--- src/rtl/composite_video_gen.sv ---
// rtl/composite_video_gen.sv - parametrised composite video timing and pixel generator
module composite_video_gen #(
  parameter int CLK_DIV     = 5,
  parameter int H_TOTAL     = 640,
  parameter int H_VISIBLE   = 512,
  parameter int HSYNC_START = 533,
  parameter int HSYNC_END   = 580,
  parameter int V_TOTAL     = 309,
  parameter int V_VISIBLE   = 288,
  parameter int VSYNC_START = 290,
  parameter int VSYNC_LAST  = 292,
  parameter int PIX_W       = 2,
  parameter int X_W         = 10,
  parameter int Y_W         = 9
) (
  input  logic             clk,
  input  logic             rst_n,
  input  logic             pattern_sel,
  input  logic [PIX_W-1:0] pix_data,
  output logic [X_W-1:0]   pix_x,
  output logic [Y_W-1:0]   pix_y,
  output logic             pix_req,
  output logic [PIX_W-1:0] luma,
  output logic             sync_n,
  output logic             blank,
  output logic             line_start,
  output logic             frame_start,
  output logic [7:0]       frame_count
);

  localparam logic [3:0]     DIV_LAST   = 4'(CLK_DIV - 1);
  localparam logic [X_W-1:0] X_LAST     = X_W'(H_TOTAL - 1);
  localparam logic [X_W-1:0] X_VIS      = X_W'(H_VISIBLE);
  localparam logic [X_W-1:0] X_VIS_LAST = X_W'(H_VISIBLE - 1);
  localparam logic [X_W-1:0] X_HS       = X_W'(HSYNC_START);
  localparam logic [X_W-1:0] X_HE       = X_W'(HSYNC_END);
  localparam logic [X_W-1:0] X_HALF     = X_W'(H_TOTAL / 2);
  localparam logic [Y_W-1:0] Y_LAST     = Y_W'(V_TOTAL - 1);
  localparam logic [Y_W-1:0] Y_VIS      = Y_W'(V_VISIBLE);
  localparam logic [Y_W-1:0] Y_VIS_LAST = Y_W'(V_VISIBLE - 1);
  localparam logic [Y_W-1:0] Y_VS       = Y_W'(VSYNC_START);
  localparam logic [Y_W-1:0] Y_VL       = Y_W'(VSYNC_LAST);

  logic [3:0]       div;
  logic [X_W-1:0]   x;
  logic [Y_W-1:0]   y;
  logic             pattern_latch;
  logic             tick;
  logic             x_wrap;
  logic             frame_wrap;
  logic             visible;
  logic             vsync;
  logic             hsync;
  logic [PIX_W-1:0] test_pix;
  logic [PIX_W-1:0] source;

  assign tick       = (div == DIV_LAST);
  assign x_wrap     = tick && (x == X_LAST);
  assign frame_wrap = x_wrap && (y == Y_LAST);

  assign visible = (x < X_VIS) && (y < Y_VIS);
  // The last vsync line is a half line: broad pulse only over its first half.
  assign vsync   = ((y >= Y_VS) && (y < Y_VL)) || ((y == Y_VL) && (x < X_HALF));
  assign hsync   = (x >= X_HS) && (x < X_HE);

  always_comb begin
    test_pix = '0;
    if ((x == '0) || (x == X_VIS_LAST) || (y == '0) || (y == Y_VIS_LAST))
      test_pix = '1;
    else if ((x[4:0] == 5'd0) || (y[4:0] == 5'd0))
      test_pix = PIX_W'(1);
  end

  assign source  = pattern_latch ? test_pix : pix_data;
  assign pix_x   = x;
  assign pix_y   = y;
  assign pix_req = visible;

  always_ff @(posedge clk or negedge rst_n) begin
    if (!rst_n) begin
      div <= '0;
      x   <= '0;
      y   <= '0;
    end else begin
      div <= tick ? 4'd0 : div + 4'd1;
      if (tick) begin
        x <= (x == X_LAST) ? '0 : x + 1'b1;
        if (x == X_LAST)
          y <= (y == Y_LAST) ? '0 : y + 1'b1;
      end
    end
  end

  // Outputs carry the pixel that was current when the tick fired.
  always_ff @(posedge clk or negedge rst_n) begin
    if (!rst_n) begin
      luma          <= '0;
      sync_n        <= 1'b1;
      blank         <= 1'b1;
      line_start    <= 1'b0;
      frame_start   <= 1'b0;
      frame_count   <= '0;
      pattern_latch <= 1'b0;
    end else begin
      line_start  <= x_wrap;
      frame_start <= frame_wrap;
      if (tick) begin
        blank  <= !visible;
        sync_n <= visible || !(vsync || hsync);
        luma   <= visible ? source : '0;
      end
      if (frame_wrap) begin
        frame_count   <= frame_count + 8'd1;
        pattern_latch <= pattern_sel;
      end
    end
  end

endmodule
--- config.mk ---
export PLATFORM = sky130hd
export DESIGN_NAME = composite_video_gen
export DESIGN_NICKNAME = d
export VERILOG_FILES = /design/src/rtl/composite_video_gen.sv
export SDC_FILE = /design/constraint.sdc
export NUM_CORES = 1
export LEC_CHECK = 0
export BUFFER_PORTS_ARGS = -buffer_cell sky130_fd_sc_hd__buf_4
export CAP_MARGIN = 0
export CORE_MARGIN = 1
export CORE_UTILIZATION = 54
export DETAILED_ROUTE_END_ITERATION = 10
export HOLD_SLACK_MARGIN = 0.08
export PLACE_DENSITY = 0.78
export SETUP_SLACK_MARGIN = 0.2
export SYNTH_ARGS = -nofsm -noshare
export SYNTH_HDL_FRONTEND = slang
export SYNTH_SLANG_ARGS = --single-unit
--- constraint.sdc ---
create_clock -name clk -period 2.8 [get_ports clk]
set_input_delay 0.84 -clock clk [delete_from_list [all_inputs] [get_ports clk]]
set_output_delay 0.84 -clock clk [all_outputs]
set_load 0.02 [all_outputs]
==> impl_metrics.env, run 1 <==
export IMPL_dp_hpwl_um=3050
export IMPL_post_synth_top_area_fraction_pct=44.9
export IMPL_n_fill_cell=271
export IMPL_ys_seq_elements=38
export IMPL_syn2layout_area_growth_pct=20.7
export IMPL_outcome="complete, no violations"
export IMPL_synth_cell_area_um2=2010
export IMPL_finalSetupTns_ns=0
export IMPL_wirelength_um=4370
export IMPL_cp_start_kind="flip-flop"
export IMPL_grt_pass1_vias=1563
export IMPL_p_per_area_nw_per_um2=427
export IMPL_critical_path_top_delay_family="simple AND/OR/NAND/NOR gates"
export IMPL_min_period_ns=2.44
export IMPL_setup_slack_ns=0.365
export IMPL_endpoint_kind="flip-flop"
export IMPL_cts_resized=0
export IMPL_avgRoutedWirePerCell_um=15.3
export IMPL_seq_area_um2=953
export IMPL_antenna_left=0
export IMPL_port_buffers=38
export IMPL_ios=39
export IMPL_grt_setup_unrepaired="false"
export IMPL_synthTopCellsByArea="dfrtp_1 (45%), ha_1 (5.6%), nand3_1 (3.5%), xnor2_1 (3.5%), xor2_1 (3.5%)"
export IMPL_drc_errors=0
export IMPL_yosysSeqAreaShare_pct=47.5
export IMPL_grt_max_degree=39
export IMPL_slowest_delay_ns=0.66
export IMPL_max_slew_margin_pct=65.6
export IMPL_yosys_warnings=0
export IMPL_critical_path_max_fanout=17
export IMPL_place_area_um2=2310
export IMPL_multiInputGateArea_um2=968
export IMPL_avgSynthCellArea_um2=9.94
export IMPL_hp_class="flip-flop to flip-flop"
export IMPL_first_iter_violations=113
export IMPL_via_per_inst=5.86
export IMPL_setup_violations=0
export IMPL_synth_top_area_cell="dfrtp_1"
export IMPL_grt_usage_pct=24.9
export IMPL_path_buf_inv=1
export IMPL_core_region_area_um2=3440
export IMPL_n_antenna_cell=0
export IMPL_cts_tree="done"
export IMPL_numCtsBuffers=5
export IMPL_r2r_slack_ns=0.36
export IMPL_rows=21
export IMPL_vdd_ir_drop_max_mv=0.332
export IMPL_drive_above_1_share_pct=23.3
export IMPL_die_y_um=63.0
export IMPL_min_path_cells=1
export IMPL_slew_violations=0
export IMPL_cp_depth=6
export IMPL_grt_ovfl_total=0
export IMPL_cts_sinks=38
export IMPL_synth_cell_type_count=46
export IMPL_critical_path_cell_chain="ha_1, nand3_1, or4_4, inv_2, nand2_1, mux2_1"
export IMPL_cp_slowest_cell="or4_4"
export IMPL_ctsHoldBuffers=0
export IMPL_reg2regPathDepth=6
export IMPL_period_share_pct=87.0
export IMPL_clock_skew_ns=0.00618
export IMPL_stdcell_area_um2=2420
export IMPL_vias=1677
export IMPL_h_tree_depth=2
export IMPL_finalHoldViolCount=0
export IMPL_grt_pass1_wl_um=7530
export IMPL_antenna_found_initial=0
export IMPL_drtPass1Iterations=4
export IMPL_syn_num_nets=216
export IMPL_cts_buffer_depth=2
export IMPL_pre_cts_slack_ns=0.392
export IMPL_path_class="flip-flop to flip-flop"
export IMPL_die_x_um=63.0
export IMPL_fmax_ghz=0.411
export IMPL_clock_latency_ns=0.30
export IMPL_worst_pin_slew_ns=0.513
export IMPL_cts_clk_slew_worst_paths_ns=0.08
export IMPL_place_congestion=0.874
export IMPL_dieArea_um2=3960
export IMPL_root_buffer="clkbuf_8"
export IMPL_worstPathRequired_ns=2.98
export IMPL_synthCells=202
export IMPL_initial_core_util_pct=58.3
export IMPL_arrival_ns=2.62
export IMPL_cap_violations=0
export IMPL_leakagePower_nw=1.15
export IMPL_num_nets_final=253
export IMPL_cts_setup_buffers=0
==> metal layers <==
metal / vias up / GRT usage (%) / wire length, um
met5: - / 0 / 0
met3: 10 / 5.29 / 209
li1: 795 / - / -
met1: 826 / 33.7 / 2050
met2: 46 / 37.5 / 2020
met4: 0 / 12.2 / 90
==> kinds of logic after synthesis <==
group           count (synthesis)  share of synthesized area, %
flops                          38                          47.5
fa+ha+maj                       9                          5.61
compound gates                 33                          9.60
xor+xnor                       16                          6.98
simple gates                   81                          23.4
mux                             5                          2.68
buf+inv                        20                          4.24
==> metrics by stage <==
stage | util [%] | hold WS, ns | cells | total power, mW
2_1_floorplan | - | 0.455 | 202 | 0.567
3_3_place_gp | 67.2 | 0.459 | 278 | 0.585
3_5_place_dp | 67.2 | 0.478 | 278 | 0.585
4_1_cts | 70.4 | 0.488 | 286 | 1.04
5_1_grt | 70.4 | 0.503 | 286 | 1.07
6_report | 70.4 | 0.477 | 286 | 1.03
==> synth_stat cells, drive strengths merged <==
| cell | count |
|---|---|
| o31ai | 1 |
| and4 | 1 |
| nand3 | 14 |
| and3b | 1 |
| a221oi | 1 |
| nand2b | 2 |
| a211oi | 1 |
| nand4 | 7 |
| and4b | 1 |
| mux2 | 3 |
| a22oi | 1 |
| mux2i | 2 |
| o41ai | 1 |
| xnor2 | 8 |
| a21oi | 9 |
| clkbuf | 6 |
| or3b | 1 |
| or4b | 2 |
| inv | 11 |
| nor3 | 8 |
| a2bb2oi | 1 |
| nor4b | 2 |
| xor2 | 8 |
| nor2 | 11 |
| o21a | 1 |
| buf | 3 |
| dfrtp | 36 |
| or4 | 5 |
| nor3b | 1 |
| nor4 | 4 |
| and3 | 2 |
| o21ai | 14 |
| or3 | 2 |
| a31oi | 1 |
| ha | 9 |
| nand2 | 15 |
| dfstp | 2 |
| a21o | 2 |
| and2 | 1 |
| nand3b | 1 |
==> cell usage in the layout (no fill, tap or decap), types with 9 or more instances in the layout <==
| master | Yosys | layout |
|---|---|---|
| buf_4 | 0 | 39 |
| dfrtp_1 | 36 | 36 |
| nand2_1 | 15 | 15 |
| nand3_1 | 14 | 14 |
| nor2_1 | 11 | 11 |
| inv_1 | 9 | 9 |
| a21oi_1 | 9 | 9 |
| ha_1 | 9 | 9 |
==> sequential cells by signal, indices dropped and copies added, names as in the netlist <==
register / count
line_start: 1
luma: 2
pix_x: 10
pix_y: 9
frame_start: 1
div: 4
sync_n: 1
frame_count: 8
pattern_latch: 1
blank: 1
==> where the power goes <==
group          switching (mW)  internal, mW
registers             0.00146         0.551
clock network           0.198         0.262
logic                  0.0145       0.00690
==> area by class of cell <==
cell class / instances / share of cell area (%)
multi-input combinational: 144 / 40.0
sequential: 38 / 39.4
timing repair buffer: 39 / 12.1
clock buffer: 5 / 2.84
tap: 46 / 2.38
inverter: 11 / 1.70
clock inverter: 3 / 1.65
==> worst paths after layout <==
| check | from | endpoint |
|---|---|---|
| max reg2reg | pix_x[0]$_DFFE_PN0N_ | pattern_latch$_DFFE_PN0P_ |
| max in group asynchronous | rst_n | blank$_DFFE_PN1N_ |
| min in group asynchronous | rst_n | frame_count[4]$_DFFE_PN0P_ |
| min | frame_count[7]$_DFFE_PN0P_ | frame_count[7]$_DFFE_PN0P_ |
| min reg2reg | frame_count[7]$_DFFE_PN0P_ | frame_count[7]$_DFFE_PN0P_ |
| max | pix_x[0]$_DFFE_PN0N_ | pattern_latch$_DFFE_PN0P_ |
Power figures use the tool's default switching activity.
==> inputs of run 2 (changes only) <==
CTS_CLUSTER_SIZE = 20   (was default)
PLACE_DENSITY = 0.86   (was 0.78)
==> run 2 against run 1 <==
Net effect:
- clock power decreased by 20%
- sequential power about the same
- wire length decreased by 7.2%
- first-iteration DRC count increased by 22%
- non-clock buffer count unchanged
- fmax increased by 0.61%
- count of clock-buffer cells in the layout increased by 2
==> impl_metrics.env, run 2 (same netlist as run 1, synthesis figures left out) <==
export IMPL_place_congestion=0.864
export IMPL_fin_total_pwr_mw=0.944
export IMPL_layout_commonest_cell="buf_4"
export IMPL_dp_hpwl_um=2940
export IMPL_initial_core_util_pct=58.3
export IMPL_finalSetupTns_ns=0
export IMPL_avgRoutedWirePerCell_um=14.2
export IMPL_power_frac_comb_pct=2.3
export IMPL_p_seq_share_pct=58.6
export IMPL_cts_buffer_depth=2
export IMPL_cts_tree="done"
export IMPL_via_per_inst=5.75
export IMPL_root_buffer="clkbuf_8"
export IMPL_p_per_area_nw_per_um2=393
export IMPL_cts_clk_slew_worst_paths_ns=0.07
export IMPL_fmax_ghz=0.413
export IMPL_core_region_area_um2=3440
export IMPL_whs_endpoint="div[0]$_DFF_PN0_"
export IMPL_switching_share_pct=20.2
export IMPL_die_x_um=63.0
export IMPL_vdd_ir_drop_max_mv=0.274
export IMPL_drc_errors=0
export IMPL_num_nets_final=253
export IMPL_grt_pass1_vias=1492
export IMPL_critical_path_max_fanout=17
export IMPL_vias=1639
export IMPL_cap_violations=0
export IMPL_grt_ovfl_total=0
export IMPL_final_cell_mix="buf_4 (39), dfrtp_1 (36), nand2_1 (15), nand3_1 (14), nor2_1 (11)"
export IMPL_finalHoldViolCount=0
export IMPL_antenna_left=0
export IMPL_cp_start_kind="flip-flop"
export IMPL_h_tree_depth=2
export IMPL_hold_ws_ns=0.496
export IMPL_r2r_slack_ns=0.38
export IMPL_syn2layout_area_growth_pct=19.6
export IMPL_arrival_ns=2.59
export IMPL_grt_usage_pct=22.9
export IMPL_intPower_mw=0.753
export IMPL_grt_setup_unrepaired="false"
export IMPL_reg2regPathDepth=6
export IMPL_drive_above_1_share_pct=22.6
export IMPL_r2r_start="pix_x[0]$_DFFE_PN0N_"
export IMPL_min_path_cells=1
export IMPL_ios=39
export IMPL_endpoint_kind="flip-flop"
export IMPL_period_share_pct=86.4
export IMPL_clock_skew_ns=0.00667
export IMPL_hp_start="div[0]$_DFF_PN0_"
export IMPL_hp_class="flip-flop to flip-flop"
export IMPL_dpl_cell_count=278
export IMPL_numCtsBuffers=5
export IMPL_cts_sinks=38
export IMPL_worstPathRequired_ns=2.97
export IMPL_outcome="complete, no violations"
export IMPL_antenna_found_initial=0
export IMPL_max_slew_margin_pct=64.4
export IMPL_largest_reg_flops=10
export IMPL_n_antenna_cell=0
export IMPL_path_class="flip-flop to flip-flop"
export IMPL_slew_violations=0
export IMPL_drtPass1Iterations=4
export IMPL_layout_cells_non_filler=285
export IMPL_grt_pass1_wl_um=7000
export IMPL_ctsHoldBuffers=0
export IMPL_wirelength_um=4060
export IMPL_die_y_um=63.0
export IMPL_cts_resized=0
export IMPL_p_sw_mw=0.190
export IMPL_clkPwrFrac_pct=39.2
export IMPL_clock_latency_ns=0.28
export IMPL_port_buffers=38
export IMPL_r2r_end="frame_count[1]$_DFFE_PN0P_"
export IMPL_worst_pin_slew_ns=0.531
export IMPL_leakagePower_nw=1.13
export IMPL_cts_setup_buffers=0
export IMPL_first_iter_violations=138
export IMPL_rows=21
export IMPL_dieArea_um2=3960
export IMPL_min_period_ns=2.42
export IMPL_grt_max_degree=39
export IMPL_setup_violations=0
[run 2: cell types whose count changed in the layout (fill, tap and decap cells not counted), sizes merged]
cell | before | now
bufinv | 1 | 0
clkbuf | 5 | 7
clkinv | 2 | 0
[run 2: cell type report]
class / count / area [um2]
inverters: 11 / 41.3
repair buffers: 39 / 293
fillers: 285 / 1040
multi-input cells: 144 / 968
clock buffers: 7 / 86.3
flip-flops and latches: 38 / 953
well taps: 46 / 57.6
[run 2: layer usage]
metal	global-route usage [%]	wire length (um)
met1	30.2	1820
met2	36.8	1960
met3	5.66	220
met4	7.27	63
met5	0	0
[run 2: how the worst max path moves through the flow]
stage | depth (start not counted) | startpoint | slack [ns] | to
4_1_cts | 6 | pix_x[0]$_DFFE_PN0N_ | 0.36 | frame_count[1]$_DFFE_PN0P_
6_report | 6 | pix_x[0]$_DFFE_PN0N_ | 0.38 | frame_count[1]$_DFFE_PN0P_
3_5_place_dp | 6 | pix_x[0]$_DFFE_PN0N_ | 0.38 | frame_count[1]$_DFFE_PN0P_
2_1_floorplan | 6 | pix_x[9]$_DFFE_PN0N_ | 0.67 | frame_count[1]$_DFFE_PN0P_
5_1_grt | 6 | pix_x[0]$_DFFE_PN0N_ | 0.21 | frame_count[1]$_DFFE_PN0P_
3_3_place_gp | 5 | pix_x[9]$_DFFE_PN0N_ | 0.46 | pattern_latch$_DFFE_PN0P_
[run 2: through the flow]
stage               instance area [um2]  setup WS (ns)  utilization, %
finish                             2400          0.380            69.7
CTS                                2400          0.362            69.7
floorplan                          2010          0.667               -
global placement                   2310          0.465            67.2
global route                       2400          0.211            69.7
detailed placement                 2310          0.377            67.2
[run 2: worst max-delay path, stage by stage (launching register included)]
cell	delay, ns
dfrtp_1	0.45
ha_1	0.22
nand3_1	0.15
or4_4	0.66
inv_2	0.27
nand2_1	0.20
mux2_1	0.35
[run 2: power by group through the flow]
stage          Sequential [mW]  Combinational (mW)  Clock (mW)
2_1_floorplan            0.565             0.00249           0
3_3_place_gp             0.563              0.0217           0
3_5_place_dp             0.563              0.0220           0
4_1_cts                  0.553              0.0222       0.380
5_1_grt                  0.553              0.0244       0.407
6_report                 0.553              0.0213       0.369
==> inputs of run 3 (changes only) <==
BUFFER_PORTS_ARGS = -buffer_cell sky130_fd_sc_hd__buf_2   (was -buffer_cell sky130_fd_sc_hd__buf_4)
==> run 3 against run 2 <==
Net effect:
- first-iteration DRC count is 8.0% lower
- combinational power down 13%
- clock skew decreased by 0.0013 ns
- die area unchanged
- fmax down 1.9%
- critical path type unchanged
==> impl_metrics.env, run 3 (same netlist as run 1, synthesis figures left out) <==
export IMPL_drive_above_1_share_pct=22.9
export IMPL_finalSetupTns_ns=0
export IMPL_worstPathRequired_ns=2.97
export IMPL_via_per_inst=5.69
export IMPL_numCtsBuffers=5
export IMPL_setup_violations=0
export IMPL_dpl_cell_count=278
export IMPL_syn2layout_area_growth_pct=15.1
export IMPL_period_share_pct=88.1
export IMPL_fmax_ghz=0.405
export IMPL_die_y_um=63.0
export IMPL_r2r_end="frame_count[1]$_DFFE_PN0P_"
export IMPL_cp_slowest_cell="or4_4"
export IMPL_cts_tree="done"
export IMPL_grt_setup_unrepaired="false"
export IMPL_cts_resized=0
export IMPL_clkPwrFrac_pct=40.2
export IMPL_path_class="flip-flop to flip-flop"
export IMPL_rows=21
export IMPL_drc_errors=0
export IMPL_hp_class="flip-flop to flip-flop"
export IMPL_power_frac_comb_pct=1.9
export IMPL_min_period_ns=2.47
export IMPL_place_congestion=0.886
export IMPL_port_buffers=38
export IMPL_final_cell_mix="buf_2 (38), dfrtp_1 (36), nand2_1 (15), nand3_1 (14), nor2_1 (11)"
export IMPL_grt_pass1_wl_um=6890
export IMPL_antenna_found_initial=0
export IMPL_clock_latency_ns=0.29
export IMPL_r2r_slack_ns=0.33
export IMPL_p_per_area_nw_per_um2=414
export IMPL_largest_reg_flops=10
export IMPL_root_buffer="clkbuf_8"
export IMPL_layout_commonest_cell="buf_2"
export IMPL_cts_buffer_depth=2
export IMPL_p_seq_share_pct=57.8
export IMPL_antenna_left=0
export IMPL_first_iter_violations=127
export IMPL_core_region_area_um2=3440
export IMPL_grt_ovfl_total=0
export IMPL_critPathCapture="frame_count[1]$_DFFE_PN0P_"
export IMPL_vias=1627
export IMPL_max_slew_margin_pct=45.3
export IMPL_worst_pin_slew_ns=0.821
export IMPL_leakagePower_nw=1.13
export IMPL_pre_cts_slack_ns=0.391
export IMPL_endpoint_kind="flip-flop"
export IMPL_seq_area_um2=953
export IMPL_fin_total_pwr_mw=0.955
export IMPL_dieArea_um2=3960
export IMPL_stdcell_area_um2=2310
export IMPL_clock_skew_ns=0.00536
export IMPL_dp_hpwl_um=2890
export IMPL_ctsHoldBuffers=0
export IMPL_layout_cells_non_filler=286
export IMPL_num_nets_final=253
export IMPL_initial_core_util_pct=58.3
export IMPL_grt_max_degree=39
export IMPL_vdd_ir_drop_max_mv=0.314
export IMPL_critical_path_max_fanout=17
export IMPL_wirelength_um=4070
export IMPL_n_fill_cell=289
export IMPL_n_antenna_cell=0
export IMPL_grt_pass1_vias=1517
export IMPL_r2r_start="pix_x[0]$_DFFE_PN0N_"
export IMPL_slew_violations=0
export IMPL_cap_violations=0
export IMPL_arrival_ns=2.64
export IMPL_h_tree_depth=2
export IMPL_die_x_um=63.0
export IMPL_cts_setup_buffers=0
export IMPL_avgRoutedWirePerCell_um=14.2
export IMPL_slowest_delay_ns=0.67
export IMPL_finalHoldViolCount=0
export IMPL_multiInputGateArea_um2=968
export IMPL_cts_sinks=38
export IMPL_outcome="complete, no violations"
export IMPL_p_sw_mw=0.201
export IMPL_place_area_um2=2220
export IMPL_crit_path_start="pix_x[0]$_DFFE_PN0N_"
export IMPL_setup_slack_ns=0.333
export IMPL_switching_share_pct=21.1
export IMPL_cp_start_kind="flip-flop"
export IMPL_cts_clk_slew_worst_paths_ns=0.07
export IMPL_drtPass1Iterations=4
export IMPL_ios=39
export IMPL_grt_usage_pct=22.6
export IMPL_intPower_mw=0.754
export IMPL_reg2regPathDepth=6
export IMPL_critical_path_cell_chain="ha_1, nand3_1, or4_4, inv_2, nand2_1, mux2_1"
## run 3: power groups by stage
stage	Combinational, mW	Clock (mW)	Sequential, mW
finish	0.0185	0.384	0.552
floorplan	0.00249	0	0.565
global route	0.0214	0.418	0.552
CTS	0.0197	0.394	0.552
global placement	0.0193	0	0.563
detailed placement	0.0195	0	0.563
## run 3: per-stage QoR
stage | utilization (%) | hold slack (ns)
after global routing | 67.1 | 0.478
after detailed placement | 64.4 | 0.461
after global placement | 64.4 | 0.450
after CTS | 67.1 | 0.471
after floorplan | - | 0.455
final | 67.1 | 0.469
## run 3: worst min-delay path by stage
stage | startpoint | endpoint | slack (ns) | depth (start not counted)
after floorplan | div[0]$_DFF_PN0_ | div[0]$_DFF_PN0_ | 0.45 | 1
after global placement | frame_count[7]$_DFFE_PN0P_ | frame_count[7]$_DFFE_PN0P_ | 0.45 | 1
after detailed placement | frame_count[7]$_DFFE_PN0P_ | frame_count[7]$_DFFE_PN0P_ | 0.46 | 1
after CTS | frame_count[7]$_DFFE_PN0P_ | frame_count[7]$_DFFE_PN0P_ | 0.47 | 1
after global routing | frame_count[7]$_DFFE_PN0P_ | frame_count[7]$_DFFE_PN0P_ | 0.48 | 1
final | frame_count[7]$_DFFE_PN0P_ | frame_count[7]$_DFFE_PN0P_ | 0.47 | 1
## run 3: cell type report
class	instances	share of cell area, %
well taps	46	2.49
repair buffers	39	8.56
inverters	11	1.79
clock inverters	1	0.217
clock buffers	7	3.74
flip-flops and latches	38	41.3
multi-input cells	144	41.9
## run 3: critical path, delay by kind of cell (launching register included)
family	cells	cell delay, ns
simple gates	3	1.05
flops	1	0.45
mux	1	0.35
buf+inv	1	0.28
fa+ha+maj	1	0.22
## run 3: routing by layer
| layer | share of wire (%) | track usage (%) | up-vias | wire, um |
|---|---|---|---|---|
| li1 | - | - | 797 | - |
| met1 | 45 | 29.5 | 768 | 1840 |
| met2 | 47 | 34.7 | 53 | 1920 |
| met3 | 5.5 | 6.20 | 9 | 224 |
| met4 | 1.9 | 9.88 | 0 | 78 |
| met5 | 0 | 0 | - | 0 |
